--- src/rtl/fetch_pkg.sv ---
// Shared types and constants for the instruction fetch queue.
package fetch_pkg;

  localparam int FETCH_DEPTH = 4;

  typedef struct packed {
    logic [31:0] pc;
    logic [31:0] instr;
  } fetch_entry_t;

endpackage

--- src/rtl/sync_fifo.sv ---
// Small synchronous FIFO with flush, occupancy count and a combinational head view.
module sync_fifo #(
  parameter int WIDTH = 64,
  parameter int DEPTH = 4
) (
  input  logic                     clk,
  input  logic                     rst,
  input  logic                     push,
  input  logic [WIDTH-1:0]         pushData,
  input  logic                     pop,
  input  logic                     flush,
  output logic [$clog2(DEPTH):0]   count,
  output logic [WIDTH-1:0]         headData
);

  localparam int AW = $clog2(DEPTH);

  logic [WIDTH-1:0] mem [DEPTH];
  logic [AW-1:0]    rdPtr;
  logic [AW-1:0]    wrPtr;

  // Pointers wrap naturally because DEPTH is a power of two.
  always_ff @(posedge clk or negedge rst) begin
    if (!rst) begin
      rdPtr <= '0;
      wrPtr <= '0;
      count <= '0;
    end else if (flush) begin
      rdPtr <= '0;
      wrPtr <= '0;
      count <= '0;
    end else begin
      if (push) wrPtr <= wrPtr + 1'b1;
      if (pop)  rdPtr <= rdPtr + 1'b1;
      if (push && !pop)      count <= count + 1'b1;
      else if (pop && !push) count <= count - 1'b1;
    end
  end

  always_ff @(posedge clk) begin
    if (push && !flush) mem[wrPtr] <= pushData;
  end

  assign headData = mem[rdPtr];

endmodule

--- src/rtl/fetch_queue.sv ---
// Instruction fetch front end: issues sequential PCs to a synchronous-read memory
// and buffers the returned words so the consumer sees a steady valid/ready stream.
module fetch_queue
  import fetch_pkg::*;
#(
  parameter int          DEPTH    = FETCH_DEPTH,
  parameter logic [31:0] RESET_PC = 32'h0000_0000
) (
  input  logic        clk,
  input  logic        rst,
  output logic [31:0] imemAddr,
  input  logic [31:0] imemRdata,
  input  logic        redirectValid,
  input  logic [31:0] redirectPc,
  output logic        outValid,
  output logic [31:0] outInstr,
  output logic [31:0] outPc,
  input  logic        outReady
);

  localparam int CW = $clog2(DEPTH) + 1;

  logic [31:0]  pc;
  logic [31:0]  inflightPc;
  logic         inflight;
  logic [CW-1:0] count;
  logic [CW:0]  occupancy;
  logic         push;
  logic         pop;
  logic         issue;
  fetch_entry_t pushEntry;
  fetch_entry_t headEntry;

  // An in-flight slot is reserved at issue time so a returning word always has room.
  assign pop       = outValid && outReady;
  assign push      = inflight && !redirectValid;
  assign occupancy = {1'b0, count} + {{CW{1'b0}}, inflight} - {{CW{1'b0}}, pop};
  assign issue     = !redirectValid && (occupancy < (CW+1)'(DEPTH));

  assign imemAddr = pc;
  assign outValid = (count != '0) && !redirectValid;
  assign outInstr = headEntry.instr;
  assign outPc    = headEntry.pc;

  assign pushEntry.pc    = inflightPc;
  assign pushEntry.instr = imemRdata;

  always_ff @(posedge clk or negedge rst) begin
    if (!rst) begin
      pc         <= RESET_PC;
      inflight   <= 1'b0;
      inflightPc <= RESET_PC;
    end else if (redirectValid) begin
      pc       <= {redirectPc[31:2], 2'b00};
      inflight <= 1'b0;
    end else if (issue) begin
      pc         <= pc + 32'd4;
      inflight   <= 1'b1;
      inflightPc <= pc;
    end else begin
      inflight <= 1'b0;
    end
  end

  sync_fifo #(
    .WIDTH ($bits(fetch_entry_t)),
    .DEPTH (DEPTH)
  ) uFifo (
    .clk      (clk),
    .rst      (rst),
    .push     (push),
    .pushData (pushEntry),
    .pop      (pop),
    .flush    (redirectValid),
    .count    (count),
    .headData (headEntry)
  );

endmodule

--- config.mk ---
export PLATFORM = sky130hd
export DESIGN_NAME = fetch_queue
export DESIGN_NICKNAME = d
export VERILOG_FILES = /design/src/rtl/fetch_pkg.sv /design/src/rtl/sync_fifo.sv /design/src/rtl/fetch_queue.sv
export SDC_FILE = /design/constraint.sdc
export NUM_CORES = 1
export LEC_CHECK = 0
export ABC_AREA = 1
export CORE_MARGIN = 2
export CORE_UTILIZATION = 50
export CTS_CLUSTER_SIZE = 20
export DETAILED_ROUTE_END_ITERATION = 6
export PLACE_DENSITY = 0.76
export SETUP_SLACK_MARGIN = 0.5
export SLEW_MARGIN = 30
export SYNTH_ARGS = -nofsm -noshare
export SYNTH_HDL_FRONTEND = slang
export SYNTH_HIERARCHICAL = 1
export SYNTH_SLANG_ARGS = --single-unit
export TNS_END_PERCENT = 100
--- constraint.sdc ---
create_clock -name clk -period 3.7 [get_ports clk]
set_input_delay 0.37 -clock clk [delete_from_list [all_inputs] [get_ports clk]]
set_output_delay 0.37 -clock clk [all_outputs]
set_load 0.03 [all_outputs]
==> qor.txt, run 1 <==
STATUS
--------------------------------------------------------------------------------
Run status                                                          complete, no violations

STA
--------------------------------------------------------------------------------
Headroom to the max-slew limit                                             41.5%
Post-route setup TNS                                                        0 ns
Final worst clock skew                                                 0.0102 ns
Pins Over Slew Limit                                                           0
Final count of hold timing violations                                          0
Slew of the pin with the lowest slew margin                             0.878 ns
Final clock period utilization by the worst path                           84.8%
Total of endpoints with negative setup slack in the final report               0
Fmax                                                                   0.319 GHz
RSZ-0062 raised after global routing                                         yes
Final critical-path required period                                      3.14 ns

SETUP PATH
--------------------------------------------------------------------------------
Critical path fanouts, max                                                    22
Worst Path Class, Setup                                             flip-flop to output pin
Worst EP required                                                        3.33 ns
Arrival time of data at the critical path endpoint                       2.77 ns
Type of origin of the critical path                                    flip-flop
Depth of the worst register-to-register path                                  14
Category of the worst setup path capture point                        output pin

PLACE
--------------------------------------------------------------------------------
Final weighted congestion in routability-driven placement                  0.900
Final HPWL from detailed placement                                       17.3 mm
Total placed cells including tap cells                                      1667
Port Buf Inserts                                                             160

CLOCKING
--------------------------------------------------------------------------------
Maximum clock insertion buffer count                                           3
TritonCTS clock tree                                                       built
Setup Buffers After CTS                                                        0
Total CTS buffers                                                             31
H-tree level count                                                             1
Cts-stage hold buffer count                                                    0
Clock tree root driver cell                                            clkbuf_16
CTS clk-pin slew, worst paths                                            0.06 ns
Insertion delay to the later sink of the worst-skew pair                 0.55 ns
Number of sinks handled by clock tree synthesis                              324

LOGIC SYNTHESIS
--------------------------------------------------------------------------------
Share of the synthesized area in compound gates (AO/OA/AOI/OAI)            9.32%
Most instantiated flip-flop cell in the synthesis netlist               edfxtp_1
Number of warning messages in the yosys log                                    6
Netlist Area Pre-Place                                               0.0135 mm^2
Simple logic cell fraction of the synthesized area                         14.7%
Post-Syn Area per Cell                                                 11.2 um^2
Sequential element share of the synthesized area                           69.4%
Xor/xnor share of the synthesized area                                    0.777%
Share of synthesized flip-flops with an asynchronous set or reset          21.0%
Count of unique library cells instantiated by Yosys                           30
Largest family of logic cells by synthesized area                   simple AND/OR/NAND/NOR gates
Share of cell area taken by muxes after synthesis                             0%
Total of flip-flops plus latches after synthesis                             324
Synthesized instance count                                                  1206
EDFF count, synth                                                            256
Post-synthesis adder-cell area fraction                                   0.888%

DRT
--------------------------------------------------------------------------------
Post-route DRC                                                                 0
WL per Instance                                                          16.9 um
Met3 routed WL                                                           1.88 mm
Sum of routed wire length over all layers                                29.2 mm
Highest layer used for signal routing                                       met4
Via count of the routed design                                              9319
Antenna-violating nets left                                                    0
Avg Vias per Cell                                                           5.41
Met2 wirelength from detailed routing                                    13.7 mm
Drt first pass iters                                                           5
Violation count after the first detailed-routing iteration                   699
Wl on met1                                                               12.9 mm

LAYOUT
--------------------------------------------------------------------------------
Share of layout cells above drive strength 1                               5.71%
Non-filler cells, final                                                     1724
Net count, final                                                            1436
Area used by multi-input combinational logic                        0.00354 mm^2
Layout-stage area growth over the synthesis result                         21.3%
Fillers                                                                     2118
Antenna diode count                                                            0
Register cell area after layout                                     0.00940 mm^2

PWR
--------------------------------------------------------------------------------
Maximum vdd ir drop                                                   0.000618 V
Leakage power                                                            6.14 nW
Fraction of power consumed by sequential logic                             42.7%
Switching power total                                                  0.00442 W
Sw frac                                                                    36.6%
Total power density per cell area                                    735 mW/mm^2
Internal power                                                         0.00764 W
Part of the power in combinational logic                                   32.8%
Clock share of power                                                       24.5%

FLOORPLAN
--------------------------------------------------------------------------------
Std-Cell Rows                                                                 60
Ports                                                                        165
Die H                                                                     168 um
Die Wd                                                                    168 um
Core Box Area                                                        0.0267 mm^2
Full die area                                                        0.0284 mm^2
Starting Density                                                           50.6%

GLOBAL ROUTING
--------------------------------------------------------------------------------
Remaining global-route overflow                                                0
Gr usage total                                                             20.2%
Maximum number of pins on one net before global-route repair                 130
Vias in the first global route                                              8964
Number of antenna violations at the first check in global routing              0
First-pass GRT wire length                                               45.9 mm

WORST HOLD PATH
--------------------------------------------------------------------------------
Class of the tightest hold or removal check                         primary input to async pin

FLOW RUN
--------------------------------------------------------------------------------
Max-Cap Viols                                                                  0

area by class of cell:
class | count | share of cell area [%]
Timing Repair Buffer | 177 | 11.1
Inverter | 66 | 1.57
Clock inverter | 14 | 0.717
Tap cell | 341 | 2.60
Multi-Input combinational cell | 759 | 21.6
Sequential cell | 324 | 57.3
Clock buffer | 43 | 5.13
cells in the mapped netlist (11+ instances only):
library cell / n / area share (%)
clkbuf_1: 29 / 0.81
nor2_1: 169 / 4.7
o21ai_1: 47 / 1.7
buf_4: 11 / 0.61
nand2_1: 233 / 6.5
o22ai_1: 64 / 3.0
inv_1: 62 / 1.7
edfxtp_1: 256 / 57
buf_6: 11 / 0.92
o21ai_0: 119 / 4.4
nand3_1: 80 / 3.0
buf_2: 13 / 0.48
dfrtp_1: 68 / 13
final timing paths:
path | startpoint | endpoint | slack, ns
max | uFifo/rdPtr[1] | outPc[20] | 0.56
min | rst | imemAddr[20] | 0.02
max reg2reg | uFifo/count[1] | inflightPc[18] | 0.97
min reg2reg | inflightPc[14] | uFifo/mem[2][46] | 0.51
max in group asynchronous | rst | uFifo/rdPtr[1] | 3.01
min in group clk | redirectValid | uFifo/wrPtr[1] | 0.37
power by group through the flow:
| stage | sequential [W] | combinational (W) | clock (W) |
|---|---|---|---|
| after global placement | 0.00518 | 0.00388 | 0 |
| final | 0.00515 | 0.00395 | 0.00296 |
| after detailed placement | 0.00520 | 0.00394 | 0 |
| after CTS | 0.00513 | 0.00396 | 0.00301 |
| after global routing | 0.00521 | 0.00435 | 0.00314 |
| after floorplan | 0.00531 | 0.00242 | 0 |
through the flow:
stage	util (%)	setup WS [ns]	hold WS (ns)	power (W)	area (um^2)
6_report	61.4	0.564	0.0181	0.0121	16400
5_1_grt	61.4	0.485	0.0889	0.0127	16400
4_1_cts	61.3	0.519	0.0479	0.0121	16400
3_5_place_dp	57.7	0.793	0.497	0.00914	15400
3_3_place_gp	57.7	0.823	0.488	0.00906	15400
2_1_floorplan	-	0.430	0.0744	0.00772	13600
registers in the layout, summed over array words and instances (netlist names):
register,count
inflight,1
inflightPc,30
imemAddr,30
uFifo/rdPtr,2
uFifo/count,3
uFifo/wrPtr,2
uFifo/mem,256
routing by layer:
| metal | GRT usage, % | vias to the layer above |
|---|---|---|
| met4 | 5.58 | 0 |
| met3 | 3.01 | 47 |
| met5 | 0 | - |
| met2 | 33.3 | 327 |
| met1 | 28.3 | 4447 |
| li1 | - | 4498 |
kinds of logic (layout without fill, tap and decap cells):
| logic type | count (synthesis) | after routing |
|---|---|---|
| compound gates | 235 | 235 |
| xor+xnor | 12 | 12 |
| fa+ha+maj | 9 | 9 |
| buf+inv | 132 | 300 |
| flops | 324 | 324 |
| other cells | 1 | 10 |
| simple gates | 493 | 493 |
worst max-delay path, stage by stage (launching register included):
cell and delay, ns:
dfrtp_4 0.61, inv_4 0.28, buf_4 0.25, o21ai_1 0.09, o22ai_1 0.25, clkdlybuf4s50_1 0.73
cells in the final DEF, fill, tap and decap left out, types with 4 or more instances in the layout:
cell type	n
nand2_1	233
o21ai_1	47
inv_1	61
o21ai_0	119
clkdlybuf4s50_1	158
dfrtp_1	66
nand3_1	80
xnor2_1	8
ha_1	8
buf_12	7
nor2_1	165
xor2_1	4
conb_1	10
o22ai_1	64
clkinv_2	6
clkinv_1	4
clkbuf_1	10
edfxtp_1	256
clkbuf_16	31
nor2_4	6
buf_4	9
what timing repair did:
action | 4_1_cts | 5_1_grt
endpoints found under the setup margin | 43 | 25
pin swaps | 0 | 0
resized for setup | 4 | 2
gates cloned | 0 | 0
Power figures use the tool's default switching activity.
==> run 2, diff against run 1 <==
Settings changed: CORE_UTILIZATION 50 to 55, PLACE_DENSITY 0.76 to 0.79.
Clock period 3.7 ns to 3.3 ns, I/O delays scaled along.
==> run 2 against run 1 <==
Net effect: register-to-register slack worse by 0.14 ns; critical path type unchanged; sequential share of layout area is 0.69 points lower; non-clock buffer count up 5.
==> qor.txt, run 2 (same netlist as run 1, synthesis figures left out) <==
STA
--------------------------------------------------------------------------------
Final worst clock skew                                                 0.0241 ns
Final critical-path required period                                      2.73 ns
Min Hold Slack                                                         0.0672 ns
Final count of hold timing violations                                          0
Slew of the pin with the lowest slew margin                             0.606 ns
Final clock period utilization by the worst path                           82.6%
Post-route setup TNS                                                        0 ns
Fmax                                                                   0.367 GHz
RSZ-0062 raised after global routing                                         yes
Total of endpoints with negative setup slack in the final report               0
Headroom to the max-slew limit                                             59.6%
Pins Over Slew Limit                                                           0

CLOCKING
--------------------------------------------------------------------------------
Total CTS buffers                                                             31
TritonCTS clock tree                                                       built
H-tree level count                                                             1
Number of sinks handled by clock tree synthesis                              324
CTS clk-pin slew, worst paths                                            0.06 ns
Clock tree root driver cell                                            clkbuf_16
Maximum clock insertion buffer count                                           3
Insertion delay to the later sink of the worst-skew pair                 0.55 ns

PLACE
--------------------------------------------------------------------------------
Instance area at placement                                           0.0155 mm^2
Total placed cells including tap cells                                      1654
Final HPWL from detailed placement                                       17.5 mm
Port Buf Inserts                                                             160
Final weighted congestion in routability-driven placement                  0.941

LAYOUT
--------------------------------------------------------------------------------
Share of layout cells above drive strength 1                               7.56%
Commonest non-fill, non-tap cells in the layout                     edfxtp_1, nand2_1, nor2_1, o21ai_0, clkdlybuf4s50_1
Register with the most flip-flops                                      uFifo/mem
End-of-flow core utilization                                               68.4%
Most common library cell in the layout ignoring fill and taps           edfxtp_1
Net count, final                                                            1441
Post-layout instance area                                            0.0166 mm^2
Flip-flop count of the largest register after layout                         256
Layout-stage area growth over the synthesis result                         22.7%
Antenna diode count                                                            0
Non-filler cells, final                                                     1712

DRT
--------------------------------------------------------------------------------
Violation count after the first detailed-routing iteration                   796
WL per Instance                                                          17.3 um
Post-route DRC                                                                 0
Avg Vias per Cell                                                           5.52
Sum of routed wire length over all layers                                29.6 mm
Drt first pass iters                                                           5
Antenna-violating nets left                                                    0
Via count of the routed design                                              9451

PWR
--------------------------------------------------------------------------------
Maximum vdd ir drop                                                   0.000849 V
Leakage power                                                            6.39 nW
Total power density per cell area                                    830 mW/mm^2

SETUP PATH
--------------------------------------------------------------------------------
Arrival time of data at the critical path endpoint                       2.40 ns
Depth of the worst register-to-register path                                  15
Critical path fanouts, max                                                    39
Register-to-register path setup slack                                    0.83 ns
RR Endpoint                                                         imemAddr[28]
Type of origin of the critical path                                    flip-flop
Worst setup path startpoint                                         uFifo/rdPtr[1]
Endpoint of the most critical setup path                                outPc[8]
Beginning of the worst register-to-register path                    uFifo/count[1]
Category of the worst setup path capture point                        output pin
Worst EP required                                                        2.97 ns
Worst Path Class, Setup                                             flip-flop to output pin

FLOORPLAN
--------------------------------------------------------------------------------
Full die area                                                        0.0259 mm^2
Starting Density                                                           55.8%
Std-Cell Rows                                                                 57
Core Box Area                                                        0.0242 mm^2
Ports                                                                        165
Die H                                                                     161 um
Die Wd                                                                    161 um

GLOBAL ROUTING
--------------------------------------------------------------------------------
Maximum number of pins on one net before global-route repair                  69
Remaining global-route overflow                                                0
Gr usage total                                                             22.7%
Vias in the first global route                                              9239
Number of antenna violations at the first check in global routing              0
First-pass GRT wire length                                               47.1 mm

STATUS
--------------------------------------------------------------------------------
Run status                                                          complete, no violations

FLOW RUN
--------------------------------------------------------------------------------
Max-Cap Viols                                                                  0

WORST HOLD PATH
--------------------------------------------------------------------------------
Class of the tightest hold or removal check                         primary input to flip-flop

run 2: cell count changes in the layout (fill, tap and decap cells not counted), sizes merged, moves of 2 or more:
cell           before  now
dlygate4sd2         0   43
clkinv             10   13
clkdlybuf4s50     158   95
clkbuf             43   41
buf                19   36
dlymetal6s2s        0    5
run 2: cell type report:
| cell class | instances | area [um^2] |
|---|---|---|
| clock buffer | 39 | 891 |
| clock inverter | 18 | 164 |
| fill | 1750 | 7650 |
| inverter | 66 | 255 |
| multi-input combinational | 759 | 3540 |
| sequential | 324 | 9390 |
| tap | 324 | 405 |
| timing repair buffer | 182 | 1940 |
run 2: worst min-delay path by stage:
stage,to,from,cells after the start
floorplan,imemAddr[10],rst,0
global placement,imemAddr[6],rst,1
detailed placement,imemAddr[6],rst,1
CTS,uFifo/wrPtr[1],redirectValid,2
global route,uFifo/wrPtr[1],redirectValid,2
finish,uFifo/wrPtr[1],redirectValid,2
run 2: timing repair:
item / 4_1_cts / 5_1_grt
hold buffers: 1 / 0
hold endpoints to repair: 33 / 0
setup endpoints to repair: 51 / 16
buffers inserted: 0 / 0
resized for setup: 51 / 13
pin swaps: 0 / 0
run 2: report_power, final:
group	leakage, nW	internal (W)	total, W	switching (W)
Sequential	3.17	0.00510	0.00577	0.000667
Clock	0.516	0.00208	0.00354	0.00146
Combinational	2.70	0.00156	0.00447	0.00290
Total	6.39	0.00874	0.0138	0.00503
run 2: layer usage:
layer	routed length, um	GRT usage (%)	up-vias
li1	-	-	4517
met1	12600	31.1	4480
met2	14300	38.4	401
met3	2100	3.31	53
met4	652	6.57	0
met5	0	0	-
run 2: worst max-delay path, cell delays in order, from the launching register on:
cell and delay (ns):
dfrtp_2 0.44, inv_4 0.23, buf_12 0.25, o21ai_1 0.10
o22ai_1 0.13, clkdlybuf4s50_1 0.69
run 2: per-stage QoR:
| step | setup slack (ns) | total power, W |
|---|---|---|
| 3_5_place_dp | 0.704 | 0.0104 |
| 3_3_place_gp | 0.734 | 0.0103 |
| 6_report | 0.573 | 0.0138 |
| 4_1_cts | 0.346 | 0.0138 |
| 5_1_grt | 0.454 | 0.0145 |
| 2_1_floorplan | 0.0698 | 0.00866 |
==> run 3, diff against run 2 <==
Settings changed: CORE_UTILIZATION 55 to 50, PLACE_DENSITY 0.79 to 0.76.
Clock period 3.3 ns to 2.5 ns, I/O delays scaled along.
==> run 3 against run 2 <==
Net effect: sequential share of layout area fell by 11 points; core utilization up 9.2 points; power increased by 81%; via count rose by 14%; clock-buffer cell count up 3; critical endpoint is now outPc[31]; highest routed layer unchanged.
==> qor.txt, run 3 (same netlist as run 1, synthesis figures left out) <==
STATUS
--------------------------------------------------------------------------------
Run status                                                          complete, no violations

CLOCKING
--------------------------------------------------------------------------------
Total CTS buffers                                                             31
CTS clk-pin slew, worst paths                                            0.06 ns
Maximum clock insertion buffer count                                           3
Insertion delay to the later sink of the worst-skew pair                 0.58 ns
Number of sinks handled by clock tree synthesis                              324
TritonCTS clock tree                                                       built
Clock tree root driver cell                                            clkbuf_16
H-tree level count                                                             1

FLOORPLAN
--------------------------------------------------------------------------------
Core Box Area                                                        0.0267 mm^2
Die Wd                                                                    168 um
Starting Density                                                           50.6%
Full die area                                                        0.0284 mm^2
Ports                                                                        165
Std-Cell Rows                                                                 60
Die H                                                                     168 um

SETUP PATH
--------------------------------------------------------------------------------
Crit-path slowest cell                                                   dfrtp_4
Category of the worst setup path capture point                        output pin
Critical path fanouts, max                                                     7
Critical path, cell by cell                                         buf_12 -> inv_16 -> buf_12 -> buf_16 -> o21ai_2 -> o22ai_1 -> bufbuf_16
Register-to-register path setup slack                                    0.21 ns
Critical path's most frequent cell                                        buf_12
Type of origin of the critical path                                    flip-flop
Depth of the worst register-to-register path                                  13
RR Endpoint                                                         inflightPc[19]
Critical Path Max Stage Delay                                            0.50 ns
Arrival time of data at the critical path endpoint                       2.14 ns
Worst EP required                                                        2.25 ns
Beginning of the worst register-to-register path                    uFifo/count[2]
Worst Path Class, Setup                                             flip-flop to output pin

LAYOUT
--------------------------------------------------------------------------------
Register with the most flip-flops                                      uFifo/mem
Share of layout cells above drive strength 1                               38.2%
Layout-stage area growth over the synthesis result                         53.5%
Antenna diode count                                                            0
Net count, final                                                            1535
Non-filler cells, final                                                     1824
Most common library cell in the layout ignoring fill and taps           edfxtp_1
End-of-flow core utilization                                               77.6%
Post-layout instance area                                            0.0207 mm^2
Flip-flop count of the largest register after layout                         256
Fillers                                                                     1488
Commonest non-fill, non-tap cells in the layout                     edfxtp_1, nand2_1, nor2_4, dfrtp_1, clkdlybuf4s50_1

GLOBAL ROUTING
--------------------------------------------------------------------------------
First-pass GRT wire length                                               59.4 mm
Number of antenna violations at the first check in global routing              0
Maximum number of pins on one net before global-route repair                  65
Gr usage total                                                             27.2%
Vias in the first global route                                             10700
Remaining global-route overflow                                                0

PWR
--------------------------------------------------------------------------------
Sw frac                                                                    38.0%
Internal power                                                          0.0154 W
Switching power total                                                  0.00944 W
Leakage power                                                            7.99 nW
Part of the power in combinational logic                                   48.8%
Maximum vdd ir drop                                                    0.00102 V
Total power density per cell area                                   1200 mW/mm^2
Fraction of power consumed by sequential logic                             31.3%
Clock share of power                                                       19.9%

WORST HOLD PATH
--------------------------------------------------------------------------------
Worst Hold Path Cells                                                          4
End of the worst hold path                                          uFifo/count[1]
Hold path startpoint                                                redirectValid
Class of the tightest hold or removal check                         primary input to flip-flop

STA
--------------------------------------------------------------------------------
Final clock period utilization by the worst path                           95.8%
Headroom to the max-slew limit                                             48.7%
Slew of the pin with the lowest slew margin                             0.770 ns
Final count of hold timing violations                                          0
Final worst clock skew                                                 0.0220 ns
Fmax                                                                   0.418 GHz
Pins Over Slew Limit                                                           0
Total of endpoints with negative setup slack in the final report               0
RSZ-0062 raised after global routing                                         yes
Final critical-path required period                                      2.39 ns
Post-route setup TNS                                                        0 ns

DRT
--------------------------------------------------------------------------------
Post-route DRC                                                                 0
Met2 wirelength from detailed routing                                    23.0 mm
Via count of the routed design                                             10800
Antenna-violating nets left                                                    0
Wl on met1                                                               15.9 mm
Sum of routed wire length over all layers                                43.8 mm
WL per Instance                                                          24.0 um
Drt first pass iters                                                           5
Highest layer used for signal routing                                       met4
Violation count after the first detailed-routing iteration                  1061
Met3 routed WL                                                           3.35 mm
Avg Vias per Cell                                                           5.90

PLACE
--------------------------------------------------------------------------------
Final weighted congestion in routability-driven placement                  0.930
Final HPWL from detailed placement                                       17.8 mm
Port Buf Inserts                                                             160
Instance area at placement                                           0.0158 mm^2
Total placed cells including tap cells                                      1673

FLOW RUN
--------------------------------------------------------------------------------
Max-Cap Viols                                                                  0

## run 3: cell count changes in the layout (fill, tap and decap cells not counted), moves of 53 or more
cell,before,now
nor2_1,165,58
nor2_4,6,87
o21ai_0,119,40
o21ai_2,0,55
nand2_1,233,179
o22ai_1,64,11
## run 3: routing by layer
layer	vias to the layer above	global-route usage, %
met5	-	0
met4	0	10.6
met3	124	4.28
met2	569	48.5
met1	5340	33.4
li1	4722	-
## run 3: worst max-delay path, delay by kind of cell, from the launching register on
| family | cells | cell delay [ns] |
|---|---|---|
| buffers and inverters | 5 | 0.85 |
| flip-flops | 1 | 0.50 |
| AO/OA/AOI/OAI | 2 | 0.22 |
## run 3: power by group through the flow
stage               Sequential (W)  Combinational, W  Clock (W)
floorplan                  0.00785           0.00387          0
global placement           0.00766           0.00633          0
detailed placement         0.00770           0.00645          0
CTS                        0.00765            0.0106    0.00490
global route               0.00786            0.0127    0.00523
finish                     0.00777            0.0121    0.00496
## run 3: how the worst max path moves through the flow
stage	from	to	cells past startpoint	slack [ns]
after global placement	uFifo/count[1]	imemAddr[22]	14	0.24
after global routing	uFifo/rdPtr[0]	outPc[31]	7	0.05
final	uFifo/rdPtr[0]	outPc[31]	7	0.11
after CTS	uFifo/rdPtr[0]	outPc[17]	7	0.21
after detailed placement	uFifo/count[2]	inflightPc[2]	13	0.22
after floorplan	redirectValid	uFifo/mem[0][0]	5	0.34
## run 3: repair_timing
| item | 4_1_cts | 5_1_grt |
|---|---|---|
| endpoints found under the setup margin | 152 | 130 |
| endpoints found under the hold margin | 29 | 0 |
| hold buffers | 1 | 0 |
| gates resized for setup | 378 | 294 |
| buffers inserted | 35 | 11 |
| pin swaps | 105 | 75 |
| gates cloned | 32 | 14 |
## run 3: layout make-up
| type | instances | area (um^2) | area share (%) |
|---|---|---|---|
| clock buffer | 42 | 870 | 4.19 |
| clock inverter | 16 | 204 | 0.983 |
| inverter | 66 | 274 | 1.32 |
| multi-input combinational | 759 | 5530 | 26.6 |
| sequential | 324 | 9400 | 45.3 |
| tap | 341 | 427 | 2.06 |
| timing repair buffer | 272 | 4000 | 19.3 |
| timing repair inverter | 4 | 45.0 | 0.217 |
## run 3: through the flow
stage	setup slack (ns)	total power (W)	hold WS, ns
2_1_floorplan	0.335	0.0117	-0.0456
3_3_place_gp	0.244	0.0140	0.342
3_5_place_dp	0.215	0.0141	0.357
4_1_cts	0.208	0.0232	0.0643
5_1_grt	0.0452	0.0258	0.103
6_report	0.106	0.0249	0.0793
